--- src/rtl/pb_pkg.sv ---
// rtl/pb_pkg.sv - shared types and defaults for the push-button step counter
package pb_pkg;

    typedef enum logic [0:0] {
        IDLE = 1'b0,
        HOLD = 1'b1
    } pb_state_t;

    localparam int PB_CNT_WIDTH   = 8;
    localparam int PB_HOLDOFF_DEF = 4;

    // Timer width is $clog2(HOLDOFF+1); clamped to one bit so HOLDOFF=0 still elaborates.
    function automatic int pb_timer_width(input int holdoff);
        return (holdoff < 1) ? 1 : $clog2(holdoff + 1);
    endfunction

endpackage

--- src/rtl/pb_holdoff_timer.sv ---
// rtl/pb_holdoff_timer.sv - loadable holdoff down-counter, expire marks the last held cycle
module pb_holdoff_timer
    import pb_pkg::*;
#(
    parameter int HOLDOFF = PB_HOLDOFF_DEF
) (
    input  logic clk,
    input  logic rst_n,
    input  logic load,
    input  logic clr,
    output logic expire,
    output logic active
);

    localparam int              TW       = pb_timer_width(HOLDOFF);
    localparam logic [TW-1:0]   LOAD_VAL = TW'(HOLDOFF);

    logic [TW-1:0] count_q;
    logic [TW-1:0] count_d;

    // Clear beats load; otherwise count down to zero and rest there.
    always_comb begin
        count_d = count_q;
        if (clr) begin
            count_d = '0;
        end else if (load) begin
            count_d = LOAD_VAL;
        end else if (count_q != '0) begin
            count_d = count_q - 1'b1;
        end
    end

    // Timer register with synchronous active-low reset.
    always_ff @(posedge clk) begin
        if (!rst_n) begin
            count_q <= '0;
        end else begin
            count_q <= count_d;
        end
    end

    assign expire = (count_q == TW'(1));
    assign active = (count_q != '0);

endmodule

--- src/rtl/pb_step_counter.sv ---
// rtl/pb_step_counter.sv - bounded up/down step counter with holdoff; PB_COUNTER_WRAP_EN selects wrap instead of saturate
module pb_step_counter
    import pb_pkg::*;
#(
    parameter int WIDTH   = PB_CNT_WIDTH,
    parameter int MAX_VAL = 255,
    parameter int HOLDOFF = PB_HOLDOFF_DEF
) (
    input  logic             clk,
    input  logic             rst_n,
    input  logic             released,
    input  logic             dwn,
    input  logic             clr,
    output logic [WIDTH-1:0] cnt,
    output logic             step,
    output logic             at_max,
    output logic             at_min,
    output logic             busy,
    output logic             drop
);

    localparam logic [WIDTH-1:0] MAX_C = WIDTH'(MAX_VAL);

    pb_state_t        state_q;
    pb_state_t        state_d;
    logic [WIDTH-1:0] cnt_q;
    logic [WIDTH-1:0] cnt_d;
    logic             step_q;
    logic             step_d;
    logic             drop_q;
    logic             drop_d;
    logic             accept;
    logic             reject;
    logic             timer_load;
    logic             timer_expire;
    logic             timer_active;

    pb_holdoff_timer #(
        .HOLDOFF (HOLDOFF)
    ) u_timer (
        .clk    (clk),
        .rst_n  (rst_n),
        .load   (timer_load),
        .clr    (clr),
        .expire (timer_expire),
        .active (timer_active)
    );

    // State register.
    always_ff @(posedge clk) begin
        if (!rst_n) begin
            state_q <= IDLE;
        end else begin
            state_q <= state_d;
        end
    end

    // Next state: an accepted pulse opens the holdoff window (if any); the last timer cycle closes it.
    always_comb begin
        state_d = state_q;
        if (clr) begin
            state_d = IDLE;
        end else begin
            case (state_q)
                IDLE: if (released && (HOLDOFF > 0)) state_d = HOLD;
                HOLD: if (timer_expire || !timer_active) state_d = IDLE;
            endcase
        end
    end

    // FSM outputs: classify the incoming pulse and drive the timer load.
    always_comb begin
        accept     = 1'b0;
        reject     = 1'b0;
        if (!clr) begin
            accept = (state_q == IDLE) && released;
            reject = (state_q == HOLD) && released;
        end
        timer_load = accept && (HOLDOFF > 0);
    end

    // Count update with bound handling; step only reports an actual change.
    always_comb begin
        cnt_d = cnt_q;
        if (clr) begin
            cnt_d = '0;
        end else if (accept) begin
            if (dwn) begin
                if (cnt_q == '0) begin
`ifdef PB_COUNTER_WRAP_EN
                    cnt_d = MAX_C;
`else
                    cnt_d = '0;
`endif
                end else begin
                    cnt_d = cnt_q - 1'b1;
                end
            end else begin
                if (cnt_q >= MAX_C) begin
`ifdef PB_COUNTER_WRAP_EN
                    cnt_d = '0;
`else
                    cnt_d = MAX_C;
`endif
                end else begin
                    cnt_d = cnt_q + 1'b1;
                end
            end
        end
        step_d = accept && (cnt_d != cnt_q);
        drop_d = reject;
    end

    // Count and pulse registers; reset matches clr.
    always_ff @(posedge clk) begin
        if (!rst_n) begin
            cnt_q  <= '0;
            step_q <= 1'b0;
            drop_q <= 1'b0;
        end else begin
            cnt_q  <= cnt_d;
            step_q <= step_d;
            drop_q <= drop_d;
        end
    end

    assign cnt    = cnt_q;
    assign step   = step_q;
    assign drop   = drop_q;
    assign busy   = (state_q == HOLD);
    assign at_max = (cnt_q == MAX_C);
    assign at_min = (cnt_q == '0);

endmodule

--- config.mk ---
export PLATFORM = sky130hd
export DESIGN_NAME = pb_step_counter
export DESIGN_NICKNAME = d
export VERILOG_FILES = /design/src/rtl/pb_pkg.sv /design/src/rtl/pb_holdoff_timer.sv /design/src/rtl/pb_step_counter.sv
export SDC_FILE = /design/constraint.sdc
export NUM_CORES = 1
export LEC_CHECK = 0
export CELL_PAD_IN_SITES_DETAIL_PLACEMENT = 1
export CELL_PAD_IN_SITES_GLOBAL_PLACEMENT = 1
export CORE_MARGIN = 2
export CORE_UTILIZATION = 39
export DETAILED_ROUTE_END_ITERATION = 10
export GPL_ROUTABILITY_DRIVEN = 0
export HOLD_SLACK_MARGIN = 0.12
export PLACE_DENSITY_LB_ADDON = 0.1
export SKIP_CTS_REPAIR_TIMING = 1
export SYNTH_ARGS = -nofsm -noshare
export SYNTH_HDL_FRONTEND = slang
export SYNTH_SLANG_ARGS = --single-unit
--- constraint.sdc ---
create_clock -name clk -period 2.7 [get_ports clk]
set_input_delay 0.405 -clock clk [delete_from_list [all_inputs] [get_ports clk]]
set_output_delay 0.405 -clock clk [all_outputs]
set_load 0.01 [all_outputs]
======== Yosys cells after proc, flatten, opt, wreduce, memory -nomap -nowiden ========
Index checks and enable logic that the tools add are counted.
storage, ports and cells
  flip-flop bits (word level) ............. 14
  bits in latches ......................... 0
  memory bits (writable) .................. 0
  bits in read-only memories .............. 0
  bits of input ports ..................... 5
  memories ................................ 0
cells by class
  $add $sub $neg .......................... 3
  multiply operators ...................... 0
  div/mod/pow operators ................... 0
  magnitude comparators ................... 1
  equality and inequality tests ........... 3
  shift operators ......................... 0
  muxes and demuxes ....................... 11
  bitwise logic cells ..................... 2
  reductions and logical operators ........ 10
operators by type and width
  operator               count
  $mux W8                5
  $add A8 B1 Y8 const B  1
  $eq A8 B8 Y1 const B   1
  $ge A8 B8 Y1 const B   1
  $logic_not A8 Y1       1
  $ne A8 B8 Y1           1
  $sub A8 B1 Y8 const B  1
  $mux W3                2
  $eq A3 B1 Y1 const B   1
  $logic_and A1 B1 Y1    3
  $mux W1                3
  $reduce_bool A3 Y1     1
  $reduce_or A3 Y1       1
  $sub A3 B1 Y3 const B  1
  $not A1 Y1             2
  $pmux W1 S2            1
  $reduce_bool A2 Y1     1
  $reduce_or A2 Y1       1
  $logic_not A1 Y1       1
  $logic_or A1 B1 Y1     1

======== Logic depth before layout (Yosys ltp) ========
  depth in word-level cells ............... 7
  mapped depth ............................ 9
  mapped depth without buffers ............ 8

======== Modules after synthesis ========
From an unflattened synthesis, not the netlist that was laid out.
second synthesis, totals
  cell total of the unflattened synthesis .. 158
  area, all modules ....................... 1192.4 um^2
by module, submodules not included
  module            times used  cells each  area an instance (um^2)  sequential area each (um^2)
  pb_step_counter   1           139         1004.7                   220.2
  pb_holdoff_timer  1           19          187.7                    60.1

======== Least setup slack after synthesis ========
OpenSTA, ideal clock, no wires.
  path type ............................... reg-to-reg
  start ................................... reg cnt_q[1] (netlist: cnt[1])
  end ..................................... reg step_q (netlist: step)
  arrival ................................. 1.932 ns
  slack ................................... 0.648 ns
  cell stages (with the launch flop) ...... 10
  buffers on the path ..................... 1
  clock period less this slack ............ 2.052 ns
  cells stage by stage .................... dfxtp_1 -> buf_2 -> inv_1 -> ha_1 -> nor4b_2 -> nand4_1 -> a31oi_1 -> o211a_1 -> nand4b_1 -> o31a_1
between the ends
  longest elaborated chain between the ends .. 7
  elaborated cells on any way between the ends .. 11
ends and longest elaborated chain
  element                                RTL line                                      RTL
  from (decl)                            pb_step_counter.sv:26                         logic [WIDTH-1:0] cnt_q;
  from (signal assigned)                 pb_step_counter.sv:121                        cnt_q <= cnt_d;
  $add A8 B1 Y8 (tied with other cells)  pb_step_counter.sv:106                        cnt_d = cnt_q + 1'b1;
  $mux W8, on equally long branches      pb_step_counter.sv:99, pb_step_counter.sv:89
  $mux W8                                pb_step_counter.sv:88                         if (dwn) begin
  $mux W8                                pb_step_counter.sv:87                         end else if (accept) begin
  $mux W8                                pb_step_counter.sv:85                         if (clr) begin
  $ne A8 B8 Y1 *                         pb_step_counter.sv:110                        step_d = accept && (cnt_d != cnt_q);
  $logic_and A1 B1 Y1 *                  pb_step_counter.sv:110
  to (signal assigned)                   pb_step_counter.sv:122                        step_q <= step_d;
  to (decl)                              pb_step_counter.sv:28                         logic step_q;
Mark *: on every way between the ends. The rest lies on a longest branch, timed or not.
A chain may end at the register's enable or synchronous reset.

======== Worst setup path after layout ========
  start ................................... reg cnt_q[0] (netlist: cnt[0])
  end ..................................... out at_max
between the ends
  longest elaborated chain between the ends .. 1
ends and longest elaborated chain
  element       RTL line                RTL
  $eq A8 B8 Y1  pb_step_counter.sv:131  assign at_max = (cnt_q == MAX_C);
  to (decl)     pb_step_counter.sv:16   output logic at_max,
Every way passes these cells.

==> results.py <==
metrics = {
    "status": {
        "status": "finished clean",
    },
    "synthesis": {
        "yosys.area.top_type": "dfxtp_1",
        "syn_area_sq_mm": 0.00127,
        "synthSimpleGateAreaFrac_pct": 36.1,
        "yosys_warnings": 0,
        "synth_edf_count": 0,
        "synth-adder-area-share_pct": 5.92,
        "synth.area.top_cells": "dfxtp_1 (22%), a21oi_1 (6.3%), ha_1 (5.9%), nor2_1 (5.6%), o21ai_0 (3.6%)",
        "synth.area.mux_share_pct": 0.789,
        "synth_cell_type_count": 52,
        "synth_top_area_share_pct": 22.1,
        "synth_nets": 181,
        "seq_area_frac_synth_pct": 22.1,
        "synth_top_family_by_area": "simple AND/OR/NAND/NOR gates",
        "synthCells": 170,
        "synth_ff_type": "dfxtp_1",
        "ys_seq_elements": 14,
        "synth.avg_cell_area_sq_um": 7.46,
        "async_reset_ff_share_pct": 0,
        "synth-compound-area-share_pct": 26.2,
        "synth_xor_area_share_pct": 1.38,
    },
    "grt": {
        "first_global_vias": 1407,
        "overflow": 0,
        "grt_pass1_wl_mm": 7.13,
        "grt_max_degree": 15,
        "grt_use_total_pct": 25.8,
        "antenna_found_initial": 0,
    },
    "placed_design": {
        "dp_hpwl_mm": 3.11,
        "port_buffers": 17,
        "place_ws_ps": 262,
    },
    "layout": {
        "drive_gt1_share_pct": 12.8,
        "finish.utilization_pct": 49.6,
        "antenna_cells": 0,
        "syn2layout_area_growth_pct": 20.3,
        "fin_nets": 200,
    },
    "worst_hold_path": {
        "hp-class": "reg2reg",
    },
    "clocking": {
        "cts_max_path_buffers": 2,
        "cts_buffers": 3,
        "cts_tree": "built",
        "clk_pin_slew_ps": 100,
        "insertion_delay_ps": 300,
        "htreeDepth": 1,
        "cts_root_buf": "clkbuf_4",
        "clock-sinks": 14,
    },
    "sta": {
        "min_period_over_period_pct": 95.8,
        "relSlewSlack_pct": 61.8,
        "finalHoldViolations": 0,
        "fmaxAchievable_mhz": 387,
        "worst_pin_slew_ps": 573,
        "finalCriticalPeriod_ps": 2590,
        "setup_viol": 0,
        "fin_ws_ps": 113,
        "slew_violations": 0,
        "finClkSkew_ps": 12.2,
    },
    "floorplanning": {
        "io_pins": 18,
        "core_sq_mm": 0.00308,
        "die_w_microns": 61.0,
        "num_rows": 20,
        "initial_core_util_pct": 41.2,
        "dieArea_sq_mm": 0.00373,
        "fp.dieH_microns": 61.0,
    },
    "power": {
        "p_leak_uw": 0.000557,
        "power_density_mw_per_mm2": 342,
        "peakVddDrop_mv": 0.192,
        "power_uw": 523,
    },
    "flow_run": {
        "drv_cap": 0,
    },
    "setup_path": {
        "path_max_fanout": 9,
        "required_ps": 2300,
        "endpoint_kind": "output pin",
        "arrival_ps": 2180,
        "crit_path_start_kind": "flop",
        "path_class": "reg2out",
    },
    "routing": {
        "antenna_left": 0,
        "drc": 0,
        "wl_mm": 4.18,
        "wl_per_cell_microns": 18.1,
        "drt_pass1_iterations": 4,
        "via_per_inst": 6.03,
        "vias": 1392,
        "first_iter_violations": 85,
    },
}
-- cells in the final DEF, fill, tap and decap left out, types with 4 or more instances in the layout --
cell	count
nor2_1	19
clkdlybuf4s50_1	17
a21oi_1	16
dfxtp_1	14
nand2_1	11
o21ai_0	9
buf_4	9
nor3_1	8
nand2b_1	6
inv_1	5
ha_1	5
nand4_1	4
-- metal layers --
| layer | routed length, microns | GRT usage (%) |
|---|---|---|
| met5 | 0 | 0 |
| met2 | 2030 | 41.9 |
| met3 | 173 | 2.52 |
| met1 | 1930 | 36.1 |
| met4 | 57 | 8.07 |
-- cells in the mapped netlist (2+ instances only) --
cell	number
nor3_1	8
o21ai_0	9
clkbuf_1	4
o211ai_1	2
or4_1	2
nor4_1	3
a21o_1	2
nand4b_1	2
nand3_1	3
a2bb2oi_1	2
o21ai_1	2
nor3b_1	2
nand2_1	11
nand4_1	4
dfxtp_1	14
xnor2_1	2
nor2_1	19
a22oi_1	2
buf_2	4
buf_4	3
nor2b_1	3
a31oi_1	2
o21bai_1	2
nand2b_1	6
inv_1	6
ha_1	6
and3_1	2
and2_1	3
a21oi_1	16
nor4b_2	2
-- worst paths after layout --
path	depth (start not counted)	end	slack, ps	start
max	4	at_max	110	cnt[0]
max reg2reg	7	step	440	cnt[0]
min	2	drop	490	busy
min reg2reg	2	drop	490	busy
-- critical path, cell delays in order (launching register included) --
cell,delay (ps)
dfxtp_1,540
ha_2,350
nand4_2,170
nor2_4,240
clkdlybuf4s50_1,570
-- flip-flops by register name, indices dropped and copies added (netlist names) --
name and flops:
busy 1, cnt 8, drop 1, step 1, u_timer.count_q 3
-- power by group --
group	switching [uW]	leakage [uW]	internal, uW
Combinational	89.9	0.000430	77.8
Sequential	14.0	0.000114	213
Clock	76.0	0.0000138	52.0
Total	180	0.000557	343
-- metrics by stage --
step,hold WS [ps],cell area (sq um),std cells,setup TNS (ps)
floorplan,479,1270,170,0
detailed placement,494,1490,228,0
global route,552,1530,231,-6.27
CTS,501,1520,231,0
global placement,480,1490,228,0
finish,486,1530,231,0
-- kinds of logic (layout without fill, tap and decap cells) --
group                    after synthesis  count (layout)
XOR/XNOR                               2               2
flip-flops                            14              14
AND/OR/NAND/NOR                       78              78
adder cells (fa/ha/maj)                6               6
AO/OA/AOI/OAI                         50              50
buffers and inverters                 19              36
multiplexers                           1               1
-- final cells by class --
| class | instances | area, sq um |
|---|---|---|
| clock buffer | 3 | 22.5 |
| fill | 411 | 1550 |
| inverter | 7 | 26.3 |
| multi-input combinational | 137 | 905 |
| sequential | 14 | 280 |
| tap | 44 | 55.1 |
| timing repair buffer | 26 | 238 |
Note: power is estimated with default switching activity, not from simulation.
==> edit: new RTL, config.mk and constraints unchanged <==
The package constant `PB_CNT_WIDTH` goes from 8 to 10.
--- a/src/rtl/pb_pkg.sv
+++ b/src/rtl/pb_pkg.sv
@@ -8,3 +8,3 @@
 
-    localparam int PB_CNT_WIDTH   = 8;
+    localparam int PB_CNT_WIDTH   = 10;
     localparam int PB_HOLDOFF_DEF = 4;
Ports: changed (resized cnt); port bits go from 18 to 20. No check against the original RTL was run, so the function may have changed too.
==> edit against the original RTL <==
Clock power is 44% higher; worst setup slack better by 0.024 ns; via count grew 3.0%; first-iteration DRC count decreased by 33%; total power increased by 25%; sequential cell count grew 2; worst hold slack worse by 0.017 ns; largest cell class unchanged; cell area up 5.2%; area after synthesis rose by 4.5%; wire length increased by 4.1%.
==> edit: results (changes against the original RTL) <==
Status
  • Run status: completed (unchanged)

Synth
  • Synth top area cells: dfxtp_1 24%, nor2_1 5.9%, a21oi_1 5.3%, o21ai_0 5.3%, ha_1 4.7% (was dfxtp_1 22%, a21oi_1 6.3%, ha_1 5.9%, nor2_1 5.6%, o21ai_0 3.6%)
  • Post-Synth Adder-Cell Area: 4.72% (was 5.92%)
  • Compound-Gate Fraction of Synth Area: 27.9% (was 26.2%)
  • Unique cell type count in the Yosys netlist: 54 (was 52)
  • Synth Area in XOR/XNOR: 3.30% (was 1.38%)
  • Sequential fraction of the synthesis area: 24.2% (was 22.1%)
  • Top post-synthesis cells by count: 21 x nor2_1, 16 x dfxtp_1, 14 x a21oi_1, 14 x o21ai_0, 10 x nand2_1 (was 19 x nor2_1, 16 x a21oi_1, 14 x dfxtp_1)

Timing
  • Period utilization: 94.9% (was 95.8%)
  • Relative slew slack: 65.4% (was 61.8%)

Global routing
  • First-pass GRT wire length: 7.37 mm (was 7.13 mm)
  • Met2 usage: 40.9% (was 41.9%)
  • Met1 Usage GRT: 32.2% (was 36.1%)
  • Met3 Track Usage GR: 2.17% (was 2.52%)
  • GR Util All Layers: 24.3% (was 25.8%)

Pwr
  • Comb group: 0.000206 W (was 0.000168 W)

Clock network
  • Skew-Pair Late Insertion Delay: 0.33 ns (was 0.30 ns)
  • Clock slew at reported path FFs: 0.13 ns (was 0.10 ns)

Drt
  • WL met3: 251 microns (was 173 microns)
  • Vias per cell: 5.95 (was 6.03)
  • Wirelength per Cell: 18.1 microns (about the same)
  • Routed length on met2: 2.14 mm (was 2.03 mm)

Critical path
  • Critical path arrival: 2.16 ns (was 2.18 ns)
  • Slowest Stage Delay on Critical Path: 0.54 ns (was 0.57 ns)

Final layout
  • Max reg flops: 10 (was 8)
  • Nets: 206 (was 200)
  • Layout cells sized above 1: 13.8% (was 12.8%)

Placed design
  • Detailed placement HPWL: 3.14 mm (was 3.11 mm)
  • Dpl ws: 0.474 ns (was 0.262 ns)
edit: changes by cell type in the layout (fill, tap and decap cells not counted), moves of 3 or more:
cell      before  now
nand3_1        3    6
a211oi_1       0    3
inv_1          5    8
o21ai_0        9   14
edit: worst min-delay path: cells and delay by family, from the launching register on:
kind             cells  cell delay [ns]
flip-flops           1             0.36
AND/OR/NAND/NOR      2             0.11
edit: layout make-up:
type	count	area share [%]
clock buffer	4	2.26
sequential	16	20.0
timing repair buffer	28	16.1
inverter	8	1.87
multi-input combinational	139	56.3
tap	46	3.59
edit: stage by stage:
stage | utilization [%] | instance area (sq um) | hold slack (ns)
detailed placement | 47.3 | 1570 | 0.486
finish | 48.5 | 1610 | 0.469
global route | 48.5 | 1610 | 0.514
floorplan | - | 1330 | 0.479
CTS | 48.4 | 1600 | 0.485
global placement | 47.3 | 1570 | 0.464
edit: worst paths after layout:
| kind | end |
|---|---|
| hold / removal | drop |
| setup reg to reg | cnt[6] |
| setup / recovery | at_min |
| hold reg to reg | drop |
